File: src/rtl/xor_pkg.sv
`default_nettype none
// ============================================================================
// Module      : xor_pkg
// Description : Shared defaults and helpers for the XOR stream cipher block.
//               DATA_W_DEF / KEY_W_DEF / DEPTH_DEF are the parameter defaults
//               of xor_crypt_stream. rot_src() gives the source bit index for
//               each destination bit of a 1-bit left rotation of the key.
// Revision    : 1.0 - initial release
// ============================================================================
package xor_pkg;

  localparam int DATA_W_DEF = 256;
  localparam int KEY_W_DEF  = 8;
  localparam int DEPTH_DEF  = 4;

  // Key rotate-left-by-one, expressed per destination bit: bit dst of the
  // rotated key comes from bit (dst-1) mod width of the current key, so the
  // MSB wraps into bit 0. Evaluated at elaboration, so it costs only wiring.
  function automatic int rot_src(input int dst, input int width);
    return (dst + width - 1) % width;
  endfunction

endpackage
`default_nettype wire

File: src/rtl/xor_fifo.sv
`default_nettype none
// ============================================================================
// Module      : xor_fifo
// Description : Synchronous FIFO with first-word-fall-through output.
//               Ports:
//                 clk       - clock, rising edge
//                 rst_n     - synchronous active-low reset (clears pointers
//                             and level; storage is not cleared)
//                 push      - write push_data at the tail (ignored when full)
//                 push_data - WIDTH-bit write data
//                 pop       - remove the head entry (ignored when empty)
//                 pop_data  - head entry, forced to 0 while empty
//                 level     - current occupancy, 0..DEPTH
// Revision    : 1.0 - initial release
// ============================================================================
module xor_fifo #(
  parameter int WIDTH = 8,
  parameter int DEPTH = 4
) (
  input  logic                     clk,
  input  logic                     rst_n,
  input  logic                     push,
  input  logic [WIDTH-1:0]         push_data,
  input  logic                     pop,
  output logic [WIDTH-1:0]         pop_data,
  output logic [$clog2(DEPTH):0]   level
);

  localparam int                 PTR_W    = $clog2(DEPTH);
  localparam logic [PTR_W:0]     FULL_LVL = (PTR_W + 1)'(DEPTH);
  localparam logic [PTR_W:0]     ONE_LVL  = (PTR_W + 1)'(1);
  localparam logic [PTR_W-1:0]   ONE_PTR  = PTR_W'(1);

  logic [WIDTH-1:0] mem [DEPTH];
  logic [PTR_W-1:0] wr_ptr;
  logic [PTR_W-1:0] rd_ptr;
  logic             do_push;
  logic             do_pop;

  // Guard both operations locally so the FIFO is safe even if a caller
  // pushes when full or pops when empty.
  assign do_push = push && (level < FULL_LVL);
  assign do_pop  = pop && (level != '0);

  // DEPTH is a power of two, so natural pointer overflow wraps modulo DEPTH.
  always_ff @(posedge clk) begin
    if (!rst_n) begin
      wr_ptr <= '0;
      rd_ptr <= '0;
      level  <= '0;
    end else begin
      if (do_push) wr_ptr <= wr_ptr + ONE_PTR;
      if (do_pop)  rd_ptr <= rd_ptr + ONE_PTR;
      case ({do_push, do_pop})
        2'b10:   level <= level + ONE_LVL;
        2'b01:   level <= level - ONE_LVL;
        default: level <= level;
      endcase
    end
  end

  // Storage carries no reset; stale entries are unreachable once the
  // pointers and level are cleared.
  always_ff @(posedge clk) begin
    if (rst_n && do_push) mem[wr_ptr] <= push_data;
  end

  assign pop_data = (level != '0) ? mem[rd_ptr] : '0;

endmodule
`default_nettype wire

File: src/rtl/xor_crypt_stream.sv
`default_nettype none
// ============================================================================
// Module      : xor_crypt_stream
// Description : Streaming XOR cipher with valid/ready handshakes on both
//               sides and an output FIFO. Each accepted word is XORed with
//               the current key replicated across the word, then queued.
//               Ports:
//                 clk        - clock, rising edge
//                 rst_n      - synchronous active-low reset
//                 key_load   - load key_in into the working key
//                 key_in     - KEY_W-bit key value
//                 mode       - 0 static key, 1 rolling key (rotl 1 per beat)
//                 in_valid   - input beat valid
//                 in_ready   - block can accept an input beat
//                 in_data    - DATA_W-bit plaintext
//                 out_valid  - ciphertext beat available
//                 out_ready  - consumer accepts the output beat
//                 out_data   - DATA_W-bit ciphertext (0 while out_valid = 0)
//                 level      - FIFO occupancy
//                 word_count - input beats accepted since reset (wraps)
// Revision    : 1.0 - initial release
// ============================================================================
module xor_crypt_stream
  import xor_pkg::*;
#(
  parameter int DATA_W = DATA_W_DEF,
  parameter int KEY_W  = KEY_W_DEF,
  parameter int DEPTH  = DEPTH_DEF
) (
  input  logic                   clk,
  input  logic                   rst_n,
  input  logic                   key_load,
  input  logic [KEY_W-1:0]       key_in,
  input  logic                   mode,
  input  logic                   in_valid,
  output logic                   in_ready,
  input  logic [DATA_W-1:0]      in_data,
  output logic                   out_valid,
  input  logic                   out_ready,
  output logic [DATA_W-1:0]      out_data,
  output logic [$clog2(DEPTH):0] level,
  output logic [31:0]            word_count
);

  localparam int                      LVL_W    = $clog2(DEPTH) + 1;
  localparam int                      REPS     = DATA_W / KEY_W;
  localparam logic [LVL_W-1:0]        FULL_LVL = LVL_W'(DEPTH);

  // Elaboration-time parameter sanity checks.
  generate
    if ((DATA_W % KEY_W) != 0) begin : g_chk_key_div
      $error("xor_crypt_stream: DATA_W must be a multiple of KEY_W");
    end
    if ((DEPTH < 2) || ((DEPTH & (DEPTH - 1)) != 0)) begin : g_chk_depth
      $error("xor_crypt_stream: DEPTH must be a power of two and >= 2");
    end
  endgenerate

  logic [KEY_W-1:0]  key_cur;
  logic [KEY_W-1:0]  key_rot;
  logic              push;
  logic              pop;
  logic [DATA_W-1:0] cipher;

  // in_ready looks only at the registered level, never at out_ready, so a
  // full FIFO stays closed to input on the same edge a pop frees a slot.
  assign in_ready  = (level < FULL_LVL);
  assign out_valid = (level != '0);
  assign push      = in_valid && in_ready;
  assign pop       = out_valid && out_ready;

  // The beat accepted this cycle always sees the key as it is now; any
  // load or rotation lands on the same edge and affects the next beat.
  assign cipher = in_data ^ {REPS{key_cur}};

  generate
    for (genvar b = 0; b < KEY_W; b++) begin : g_rot
      assign key_rot[b] = key_cur[rot_src(b, KEY_W)];
    end
  endgenerate

  always_ff @(posedge clk) begin
    if (!rst_n) begin
      key_cur    <= '0;
      word_count <= '0;
    end else begin
      if (push) word_count <= word_count + 32'd1;
      if (key_load)          key_cur <= key_in;
      else if (mode && push) key_cur <= key_rot;
    end
  end

  xor_fifo #(
    .WIDTH (DATA_W),
    .DEPTH (DEPTH)
  ) u_fifo (
    .clk       (clk),
    .rst_n     (rst_n),
    .push      (push),
    .push_data (cipher),
    .pop       (pop),
    .pop_data  (out_data),
    .level     (level)
  );

endmodule
`default_nettype wire

File: config.mk
export PLATFORM = sky130hd
export DESIGN_NAME = xor_crypt_stream
export DESIGN_NICKNAME = d
export VERILOG_FILES = /design/src/rtl/xor_pkg.sv /design/src/rtl/xor_fifo.sv /design/src/rtl/xor_crypt_stream.sv
export SDC_FILE = /design/constraint.sdc
export NUM_CORES = 1
export LEC_CHECK = 0
export CORE_ASPECT_RATIO = 1.75
export CORE_MARGIN = 10
export CORE_UTILIZATION = 35
export DETAILED_ROUTE_END_ITERATION = 12
export GPL_TIMING_DRIVEN = 0
export HOLD_SLACK_MARGIN = 0.1
export PLACE_DENSITY = 0.54
export SLEW_MARGIN = 20
export SYNTH_ARGS = -nofsm -noshare
export SYNTH_HDL_FRONTEND = slang
export SYNTH_SLANG_ARGS = --single-unit
File: constraint.sdc
create_clock -name clk -period 13.3 [get_ports clk]
set_input_delay 3.325 -clock clk [delete_from_list [all_inputs] [get_ports clk]]
set_output_delay 3.325 -clock clk [all_outputs]
set_load 0.01 [all_outputs]
==> key figures, run 1 <==
Power
  • PnR Total Power: 10.5 mW
  • Power density cells: 191 nW/um2
  • Leakage: 17.9 nW
  • Peak VDD IR: 0.128 mV

Yosys
  • Largest area contributor in the netlist: edfxtp_1
  • Main combinational cell family by area after synthesis: multiplexers
  • Post-synth EDFFs: 1,024
  • Sequential fraction of the synthesis area: ~73%
  • Top FF cell, synth: edfxtp_1
  • Most instantiated cells after synthesis: edfxtp_1 (1,024), xor2_1 (267), and2_1 (260), mux4_2 (256), clkbuf_1 (68)
  • Synth Warn #: 0
  • Synth Area in Adders: 0.220%
  • Async SR Flop Fraction: 0%
  • Yosys cell types: 35
  • Post-synthesis mux area share: 13.8%
  • Avg Synthesized Cell Area: 19.9 um2
  • Seq cells post-synth: 1,073
  • Mapped Cells: between 2,000 and 2,500
  • Post-synthesis simple-gate area fraction: between 5 and 6%
  • Post-Synth XOR/XNOR Area: 5.49%
  • Top cell type's share of synthesized area: 71.1%
  • Compound-cell area share of the yosys netlist: less than 1%
  • Count leader, synth: edfxtp_1
  • Mapped Area: 43,200 um2
  • Top cells by area, synth: edfxtp_1 (71%), mux4_2 (13%), xor2_1 (5.4%), and2_1 (3.8%), dfxtp_1 (2.3%)
  • Synthesized Nets: 2,448

Timing
  • Tcrit/Tclk final: 54.8%
  • F_max: 137 MHz
  • Post-layout min period: 7.29 ns
  • Final Hold Vio Count: 0
  • Worst Max-Slew Pin Slew: 1.15 ns
  • Unrepaired setup endpoints after global routing: false
  • Slew Limit Headroom: approximately 23%
  • Fin Clk Skew: approximately 0.038 ns
  • Setup-failing EPs final: 0
  • Max Transition Viols Final: 0
  • Setup TNS: 0 ns

Clock tree
  • Setup bufs post-CTS: 0
  • Root Buffer: clkbuf_16
  • Maximum root-to-sink buffer count: 3
  • Htree depth: 3
  • Clock-pin slew on the worst setup and hold paths: 0.06 ns
  • PostCTS Resize Cnt: 0
  • CTS tree: done
  • Hold buffers post-CTS: 0
  • Total CTS buffers: 100
  • Worst-Skew Late Latency: 0.71 ns
  • Clock tree sinks: roughly 1,100

Setup path
  • Worst r2r dst: u_fifo.mem[1][126]
  • Worst setup endpoint: out_data[86]
  • Worst-path fanout max: 10
  • Worst reg2reg path depth: 6
  • Crit end category: primary output
  • Crit path DAT: 3.97 ns
  • CP Class: flip-flop to primary output
  • Slowest stage delay, CP: 0.88 ns
  • R2r startpoint: u_fifo.level[2]
  • Slowest CP cell: clkbuf_1
  • Reg2Reg Setup Slack: 10.11 ns
  • CP startpoint: u_fifo.level[2]
  • Most used cell, CP: clkbuf_1
  • Crit path launch type: flip-flop
  • Cells along the critical path: or3_1, clkbuf_1, clkbuf_1, clkbuf_1, and2_1, clkdlybuf4s50_1
  • Critical path data required time: approximately 10 ns

Placement
  • I/O Buffers: 561
  • Placed insts: 4,390
  • Detailed Place HPWL: around 85,000 um
  • Final Wtd Congestion: 0.760

Floorplanning
  • Initial Util: 35.2%
  • Ports: 563
  • Site row count: between 150 and 200
  • Die width: 286 um
  • Die Area: 139,000 um2
  • Core region area: 123,000 um2
  • Die Y: around 480 um

Cells and area
  • Fillers: 10,700
  • Multi-input gate area: 10,900 um2
  • Final net count: 3,135
  • Finished Layout Cells: 4,574
  • Area taken by flip-flops and latches: 31,700 um2
  • Area grow syn2layout: 26.8%
  • Layout cells sized above 1: 17.0%

Routing
  • WL final: roughly 120,000 um
  • DR vias: 22,500
  • DRC viols: 0
  • Wire per inst: between 20 and 30 um
  • Vias per cell: between 4 and 5
  • DR pass1 iterations: 5
  • Iteration-0 DRC Markers: 1,669
  • Final ANT Viol Nets: 0

GRT
  • Met1 Use GR: between 20 and 25%
  • Pin count of the biggest net entering global routing: 45
  • Vias in the first global route: 25,100
  • First-pass GRT wire length: 178,000 um
  • Total GRT Usage: 17.5%
  • Global route hottest layer: met2
  • Remaining Overflow, GRT: 0
  • GR Util met2: 28.7%
  • GRT met3 Usage: ~6%
  • Initial antenna violation count: 33

Flow run
  • Max-Cap Viols: 0

Outcome
  • Outcome: finished, final reports clean

Hold path
  • HP Class: flip-flop to flip-flop
==> cells in the final DEF (no fill, tap or decap), types with 23 or more instances in the layout <==
master	count
edfxtp_1	1024
and2_1	260
clkbuf_16	102
clkdlybuf4s50_1	561
clkbuf_1	83
xor2_1	267
buf_16	23
nor2_1	28
a21oi_1	23
buf_2	53
mux4_2	256
dfxtp_1	49
==> power by group <==
| part | internal [mW] | switching (mW) | total, mW |
|---|---|---|---|
| Sequential | 4.00 | 0.0515 | 4.05 |
| Combinational | 1.77 | 1.83 | 3.60 |
| Clock | 1.58 | 1.26 | 2.84 |
==> worst min-delay path by stage <==
stage	start	slack, ns	depth (start not counted)	endpoint
2_1_floorplan	u_fifo.rd_ptr[1]	0.48	2	flip-flop
6_report	word_count[31]	0.47	2	word_count[31]
3_5_place_dp	word_count[31]	0.47	2	word_count[31]
3_3_place_gp	word_count[31]	0.47	2	word_count[31]
5_1_grt	word_count[31]	0.52	2	word_count[31]
4_1_cts	word_count[31]	0.47	2	word_count[31]
==> flip-flops by register name, indices dropped and copies added, names as in the netlist, named ones only <==
signal         flops
key_cur            8
u_fifo.level       3
u_fifo.mem      1024
u_fifo.rd_ptr      2
u_fifo.wr_ptr      2
word_count        32
==> cells by family after synthesis <==
group	count (synthesis)
AO/OA/AOI/OAI	44
XOR/XNOR	271
multiplexers	274
adder cells (fa/ha/maj)	7
flip-flops	1073
AND/OR/NAND/NOR	358
buffers and inverters	144
==> layout make-up <==
class	instances	share of cell area (%)
clock inverters	58	1.06
diodes	5	0.0228
clock buffers	121	4.84
multi-input cells	954	19.9
plain buffers	133	1.07
repair buffers	585	11.4
well taps	1634	3.73
flip-flops and latches	1073	57.9
inverters	11	0.0753
==> routing by layer <==
metal / wire [um] / part of all wire (%)
met1: 49700 / 41
met2: 59600 / 49
met3: 10800 / 8.8
met4: 2280 / 1.9
met5: 336 / 0.27
==> critical path: cells and delay by family, from the launching register on <==
kind                   cells  cell delay [ns]
and+or+nand+nor            2             0.48
buffers and inverters      4             2.29
DFF                        1             0.52
==> through the flow <==
step | hold WS (ns) | worst slack (ns) | instance area (um2) | utilization [%]
3_5_place_dp | 0.466 | 6.53 | 51600 | 42.0
4_1_cts | 0.474 | 5.75 | 54800 | 44.7
3_3_place_gp | 0.466 | -3.51 | 50900 | 41.5
2_1_floorplan | 0.485 | 2.90 | 43200 | -
6_report | 0.473 | 6.01 | 54800 | 44.7
5_1_grt | 0.518 | 5.70 | 54800 | 44.7
Power figures use the tool's default switching activity.
==> run 2, diff against run 1 <==
- clock period: 13.3 -> 7.5 ns (I/O delays scaled with it)
==> run 2 against run 1 <==
  * Final area grew 0.22%
  * Largest cell class unchanged
  * Clock skew is 0.013 ns higher
  * First-iteration DRC count down 7.0%
  * Critical path type unchanged
  * Total power grew 79%
  * Sequential share of layout area fell by 0.13 points
  * Worst setup slack worse by 4.4 ns
  * Utilization increased by 0.099 points
  * Register-to-register slack got worse by 6.1 ns
  * Cell count grew 0.15%
  * Clock power rose by 84%
  * Via count is 0.68% higher
==> key figures, run 2 (synthesis gave the netlist of run 1 again) <==
GRT
  • Initial antenna violation count: 39
  • First-pass GRT wire length: 177,000 um
  • Total GRT Usage: 17.5%
  • Vias in the first global route: ~25,000
  • Pin count of the biggest net entering global routing: 43
  • Remaining Overflow, GRT: 0

Setup path
  • Crit path launch type: flip-flop
  • Crit path DAT: 4.04 ns
  • Critical path data required time: 5.62 ns
  • Crit end category: primary output
  • Worst-path fanout max: 10
  • CP Class: flip-flop to primary output

Routing
  • Top sig layer: met5
  • DRT met1 WL: 49,600 um
  • Final ANT Viol Nets: 0
  • Met2 WL: 59,300 um
  • Vias per cell: 4.95
  • DRC viols: 0
  • Iteration-0 DRC Markers: around 1,600
  • WL final: 123,000 um
  • Wire per inst: 26.9 um
  • Routed length on met3: ~12,000 um
  • DR pass1 iterations: 5
  • DR vias: 22,700

Cells and area
  • Multi-input gate area: 10,900 um2
  • Area grow syn2layout: 27.1%
  • Commonest non-fill, non-tap cell in the layout: edfxtp_1
  • Layout cells sized above 1: 17.3%
  • Most flops, register: u_fifo.mem
  • Largest register FFs: 1,024
  • Area taken by flip-flops and latches: 31,700 um2
  • Fillers: 10,700
  • Commonest non-fill, non-tap cells in the layout: edfxtp_1 (1,024), clkdlybuf4s50_1 (561), xor2_1 (267)
  • Top flop regs: u_fifo.mem x1024, word_count x32, key_cur x8
  • Final net count: 3,135
  • Design area: around 55,000 um2
  • Finished Layout Cells: 4,581

Floorplanning
  • Die width: 286 um
  • Die Area: 139,000 um2
  • Initial Util: 35.2%
  • Ports: 563
  • Die Y: 485 um
  • Core region area: around 120,000 um2
  • Site row count: 170

Clock tree
  • Root Buffer: clkbuf_16
  • Hold buffers post-CTS: 0
  • Worst-Skew Late Latency: 0.71 ns
  • CTS tree: done
  • Clock tree sinks: 1,073
  • Setup bufs post-CTS: 0
  • Htree depth: 3
  • Maximum root-to-sink buffer count: 3
  • PostCTS Resize Cnt: 0
  • Total CTS buffers: 100
  • Clock-pin slew on the worst setup and hold paths: ~0.070 ns

Power
  • Power density cells: roughly 340 nW/um2
  • Peak VDD IR: around 0.23 mV
  • Leakage: 18.0 nW
  • PnR Total Power: 18.8 mW

Timing
  • Worst hold margin: 0.478 ns
  • Setup-failing EPs final: 0
  • Final setup margin: between 1.5 and 2 ns
  • Unrepaired setup endpoints after global routing: false
  • Worst Max-Slew Pin Slew: 0.989 ns
  • F_max: 169 MHz
  • Tcrit/Tclk final: 78.9%
  • Max Transition Viols Final: 0
  • Post-layout min period: slightly below 6 ns
  • Fin Clk Skew: between 0.05 and 0.06 ns
  • Final Hold Vio Count: 0
  • Slew Limit Headroom: 34.1%

Placement
  • DP Area: approximately 52,000 um2
  • Final Wtd Congestion: 0.775
  • Placed insts: 4,390
  • Pre-CTS WS: 1.97 ns
  • Detailed Place HPWL: 85,500 um
  • I/O Buffers: around 560

Outcome
  • Outcome: finished, final reports clean

Flow run
  • Max-Cap Viols: 0

Hold path
  • HP Class: flip-flop to flip-flop
==> run 2: final timing paths <==
path	slack (ns)	end	start	depth (start not counted)
hold / removal	0.48	word_count[31]	word_count[31]	2
setup / recovery	1.59	out_data[41]	u_fifo.level[2]	6
setup reg to reg	4.03	u_fifo.mem[2][121]	u_fifo.level[2]	7
hold reg to reg	0.48	word_count[31]	word_count[31]	2
==> run 2: worst max-delay path, stage by stage, from the launching register on <==
cell and delay (ns):
dfxtp_1 0.51, or3_1 0.17, clkbuf_1 0.46, clkbuf_1 0.80, clkbuf_1 0.54, and2_1 0.22
clkdlybuf4s50_1 0.65
==> run 2: power by group <==
group          leakage, nW  switching [mW]  internal (mW)
combinational         6.69            3.24           3.13
sequential            9.69          0.0892           7.09
clock                 1.64            2.29           2.92
total                 18.0            5.62           13.1
==> run 2: stage by stage <==
stage	util (%)	setup TNS, ns
finish	44.8	0
global route	44.8	0
CTS	44.8	0
detailed placement	42.0	0
global placement	41.5	-2128.46
floorplan	-	0
==> run 2: area by class of cell <==
cell class / instances / area share, %
Timing Repair Buffer: 585 / 11.4
Clock inverter: 67 / 1.43
Buffer: 133 / 1.08
Tap cell: 1634 / 3.72
Clock buffer: 116 / 4.66
Multi-Input combinational cell: 954 / 19.8
Antenna cell: 8 / 0.0364
Inverter: 11 / 0.0752
Sequential cell: 1073 / 57.8
==> run 2: routing by layer <==
metal,GRT usage (%),vias to the layer above
li1,-,9877
met1,21.7,11700
met2,28.6,819
met3,6.74,175
met4,4.11,56
met5,0,-
==> RTL edit 1 (settings of run 2) <==
Change the package constant `DATA_W_DEF` from 256 to 264.
--- a/src/rtl/xor_pkg.sv
+++ b/src/rtl/xor_pkg.sv
@@ -9,7 +9,7 @@
 // ============================================================================
 package xor_pkg;
 
-  localparam int DATA_W_DEF = 256;
+  localparam int DATA_W_DEF = 264;
   localparam int KEY_W_DEF  = 8;
   localparam int DEPTH_DEF  = 4;
 
Ports: changed (resized in_data and out_data); port bits go from 563 to 579. No check against the original RTL was run, so the function may have changed too.
==> RTL edit 1 against run 2 <==
Maximum frequency increased by 0.77%. Final cell count increased by 2.4%. Register-to-register slack gained 0.38 ns. Sequential cell count increased by 32. Power up 3.4%. Setup slack better by 0.045 ns. Synthesized area rose by 2.8%. Non-clock buffer count grew 21. Design area up 3.1%. Routed wire length increased by 1.4%. Die area up 2.6%. Largest cell class unchanged. Largest power group unchanged.
==> RTL edit 1: results (changes against run 2) <==
stage	metric	value	unit	change
status	outcome	finished clean		
global_route	antenna_found_initial	28		-28%
timing	worst_slack	1.63	ns	+0.0449 ns
routing	wl_per_cell	26.6	um	-0.97%
place	gp_congestion	0.753		-2.8%
global_route	grtUsageMet2	28.6	%	-0.076 points
logic_synthesis	synth-xor-area-share	5.48	%	-0.011 points
routing	wl	125	mm	+1.4%
logic_synthesis	synth_commonest_cells	1056 x edfxtp_1, 274 x xor2_1, 268 x and2_1, 264 x mux4_2, 96 x clkbuf_1		
timing	fin_skew	0.0386	ns	-0.0120 ns
global_route	grt_util_met3	6.21	%	-0.53 points
worst_setup_path	worstSetupEndpoint	out_data[101]		
power	ir_drop	269	uV	+15%
worst_setup_path	ff2ff_path_depth	6		-1
logic_synthesis	synthMuxAreaShare	13.8	%	about the same
global_route	grt_first_pass_wirelength	181	mm	+1.9%
power	power.internal	0.0137	W	+4.0%
place	io_buffers	577		+2.9%
place	pre_cts_slack	2.20	ns	+0.227 ns
global_route	grtUsageTotal	17.4	%	-0.088 points
logic_synthesis	avgSynthCellArea	19.9	um^2	+0.16%
timing	tightest_slew	0.955	ns	-0.0333 ns
place	dp.cells	4487		+2.2%
logic_synthesis	yosysUniqueCellTypes	32		-8.6%
place	placedInstanceArea	53100	um^2	+2.9%
min_path	worstHoldStart	word_count[21]		
logic_synthesis	synthAdderAreaFrac	0.214	%	-0.0060 points
worst_setup_path	rrSetupSlack	4.41	ns	+0.38 ns
layout	drive_above_1_share	17.3	%	+0.087 points
timing	hold_ws	0.515	ns	+0.0373 ns
logic_synthesis	yosysSeqAreaShare	73.6	%	+0.17 points
min_path	worstHoldEndpoint	word_count[21]		
layout	reg_top3	u_fifo.mem: 1056 flops, word_count: 32 flops, key_cur: 8 flops		
timing	finalHoldViolations	0		unchanged
power	p_leak	18.5	nW	+2.8%
routing	drtIter0Drc	1615		+4.0%
global_route	grt_pass1_vias	25500		+3.0%
logic_synthesis	synth_nets	2513		+2.7%
worst_setup_path	cp.arrival	4.00	ns	-0.04 ns
logic_synthesis	synth_compound_area_share	0.625	%	+0.040 points
global_route	grtUsageMet1	21.9	%	+0.14 points
logic_synthesis	synth_area_leaders	edfxtp_1 71%, mux4_2 13%, xor2_1 5.4%		
logic_synthesis	synth_edf_count	1056		+3.1%
routing	dr.pass1.iters	7		+2
place	post-dp-hpwl	86.4	mm	+1.0%
worst_setup_path	r2r_end	u_fifo.mem[1][138]		
power	pwr-share-clk	28.4	%	+0.6 points
power	pwr-share-comb	33.5	%	-0.5 points
global_route	grt_max_degree	45		+4.7%
-- RTL edit 1: final cells by class --
type / instances / area [um^2]
Inverter: 11 / 41.3
Timing Repair Buffer: 606 / 6510
Tap cell: 1653 / 2070
Multi-Input combinational cell: 979 / 11200
Clock buffer: 118 / 2700
Clock inverter: 76 / 885
Buffer: 133 / 581
Antenna cell: 9 / 22.5
Fill cell: 10900 / 69200
Sequential cell: 1105 / 32700
-- RTL edit 1: worst max-delay path, stage by stage (launching register included) --
cell and delay (ns):
dfxtp_1 0.51, or3_1 0.17, clkbuf_1 0.49, clkbuf_2 0.62, clkbuf_1 0.60, and2_1 0.31, clkdlybuf4s50_1 0.58
-- RTL edit 1: layer usage --
layer	part of all wire, %	wire length (um)	vias to the layer above
met3	9.5	11900	169
met4	1.6	2050	42
met1	40	49600	12100
met2	49	61100	737
li1	-	-	10200
met5	0.22	276	-
==> RTL edit 2 (settings of run 2) <==
Without the edit above. Put a register stage on the output `level`, cleared by the reset. The value now appears one clock later. The other outputs are not delayed to match. Comments in the files are not updated.
--- a/src/rtl/xor_crypt_stream.sv
+++ b/src/rtl/xor_crypt_stream.sv
@@ -46,6 +46,8 @@
   localparam int                      REPS     = DATA_W / KEY_W;
   localparam logic [LVL_W-1:0]        FULL_LVL = LVL_W'(DEPTH);
 
+  logic [$clog2(DEPTH):0] level_d;
+
   // Elaboration-time parameter sanity checks.
   generate
     if ((DATA_W % KEY_W) != 0) begin : g_chk_key_div
@@ -64,8 +66,8 @@
 
   // in_ready looks only at the registered level, never at out_ready, so a
   // full FIFO stays closed to input on the same edge a pop frees a slot.
-  assign in_ready  = (level < FULL_LVL);
-  assign out_valid = (level != '0);
+  assign in_ready  = (level_d < FULL_LVL);
+  assign out_valid = (level_d != '0);
   assign push      = in_valid && in_ready;
   assign pop       = out_valid && out_ready;
 
@@ -100,8 +102,16 @@
     .push_data (cipher),
     .pop       (pop),
     .pop_data  (out_data),
-    .level     (level)
+    .level     (level_d)
   );
+
+  always_ff @(posedge clk) begin
+    if (!rst_n) begin
+      level <= '0;
+    end else begin
+      level <= level_d;
+    end
+  end
 
 endmodule
 `default_nettype wire
Check against the original RTL: not settled (the Yosys comparison gave no result); the edit may change what the design does.
==> RTL edit 2 against run 2 <==
Power shrank 0.67%. Routed wire length down 1.2%. Critical endpoint is now out_data[46]. Sequential cell count rose by 3. First-iteration DRC count decreased by 7.5%. Design area fell by 0.15%. Setup slack improved by 0.0041 ns. Maximum frequency about the same. Synthesized area up 0.15%.
==> RTL edit 2: results (changes against run 2) <==
stage	metric	value	unit	change
global_route	grt_first_pass_wirelength	175	mm	-1.2%
global_route	grt_pass1_vias	24900		+0.65%
layout	nMultiInputCombCells	958		+0.42%
layout	nClkBuffers	117		+0.86%
clocking	cts_buffers	99		-1.0%
logic_synthesis	synthMuxAreaShare	13.8	%	-0.020 points
layout	multi_input_area_share	19.9	%	+0.050 points
global_route	grtUsageMet1	21.2	%	-0.55 points
routing	wl	122	mm	-1.2%
logic_synthesis	synth_nets	2452		+0.16%
logic_synthesis	synth_compound_area_share	0.555	%	-0.030 points
routing	drtIter0Drc	1436		-7.5%
timing	relSlewSlack	34.0	%	-0.091 points
logic_synthesis	synth_area_leaders	edfxtp_1 71%, mux4_2 13%, xor2_1 5.4%		
place	placedInstanceArea	51600	um^2	about the same
place	dp.cells	4394		+0.091%
place	pre_cts_slack	2.23	ns	+0.256 ns
layout	inverters	13		+2
worst_setup_path	r2r_end	u_fifo.mem[0][133]		
power	switching_power	0.00556	W	-1.1%
layout	area_growth	26.7	%	
layout	final_cells	4575		-0.13%
timing	hold_ws	0.486	ns	+0.00856 ns
logic_synthesis	synth-xor-area-share	5.48	%	-0.0081 points
place	gp_congestion	0.772		-0.32%
layout	area_share_nonclk_buffers	12.4	%	-0.093 points
global_route	grtUsageMet2	28.2	%	-0.44 points
status	outcome	finished clean		
timing	fin_skew	0.0395	ns	-0.0111 ns
global_route	grt_max_degree	44		+2.3%
layout	nNetsFinal	3138		+0.096%
logic_synthesis	avgSynthCellArea	19.9	um^2	about the same
global_route	grtUsageTotal	17.3	%	-0.25 points
power	p_leak	18.0	nW	-0.19%
logic_synthesis	yosysSeqAreaShare	73.4	%	about the same
routing	vias_per_cell	4.94		-0.12%
## RTL edit 2: changes by cell type in the layout (fill, tap and decap cells not counted), moves of 4 or more
cell	delta
buf_16	-4
o31ai_1	-5
clkinv_2	-5
buf_12	+4
nand4_1	-5
or4_1	-5
or3_1	+5
diode_2	-5
o21ai_0	+5
## RTL edit 2: worst max-delay path by stage
stage                               start            endpoint  slack (ns)  cells past startpoint
final                     u_fifo.level[2]        out_data[46]        1.59                      6
after CTS                 u_fifo.level[2]        out_data[89]        1.43                      6
after floorplan                  in_valid    u_fifo.mem[0][0]        1.54                      3
after global routing      u_fifo.level[2]        out_data[89]        1.35                      6
after global placement           in_valid  u_fifo.mem[3][116]       -2.07                      4
after detailed placement  u_fifo.level[2]        out_data[46]        2.23                      6
## RTL edit 2: kinds of logic after synthesis
family / after synthesis
AO/OA/AOI/OAI: 44
adder cells (fa/ha/maj): 7
buffers and inverters: 141
AND/OR/NAND/NOR: 362
multiplexers: 274
flip-flops: 1076
XOR/XNOR: 271
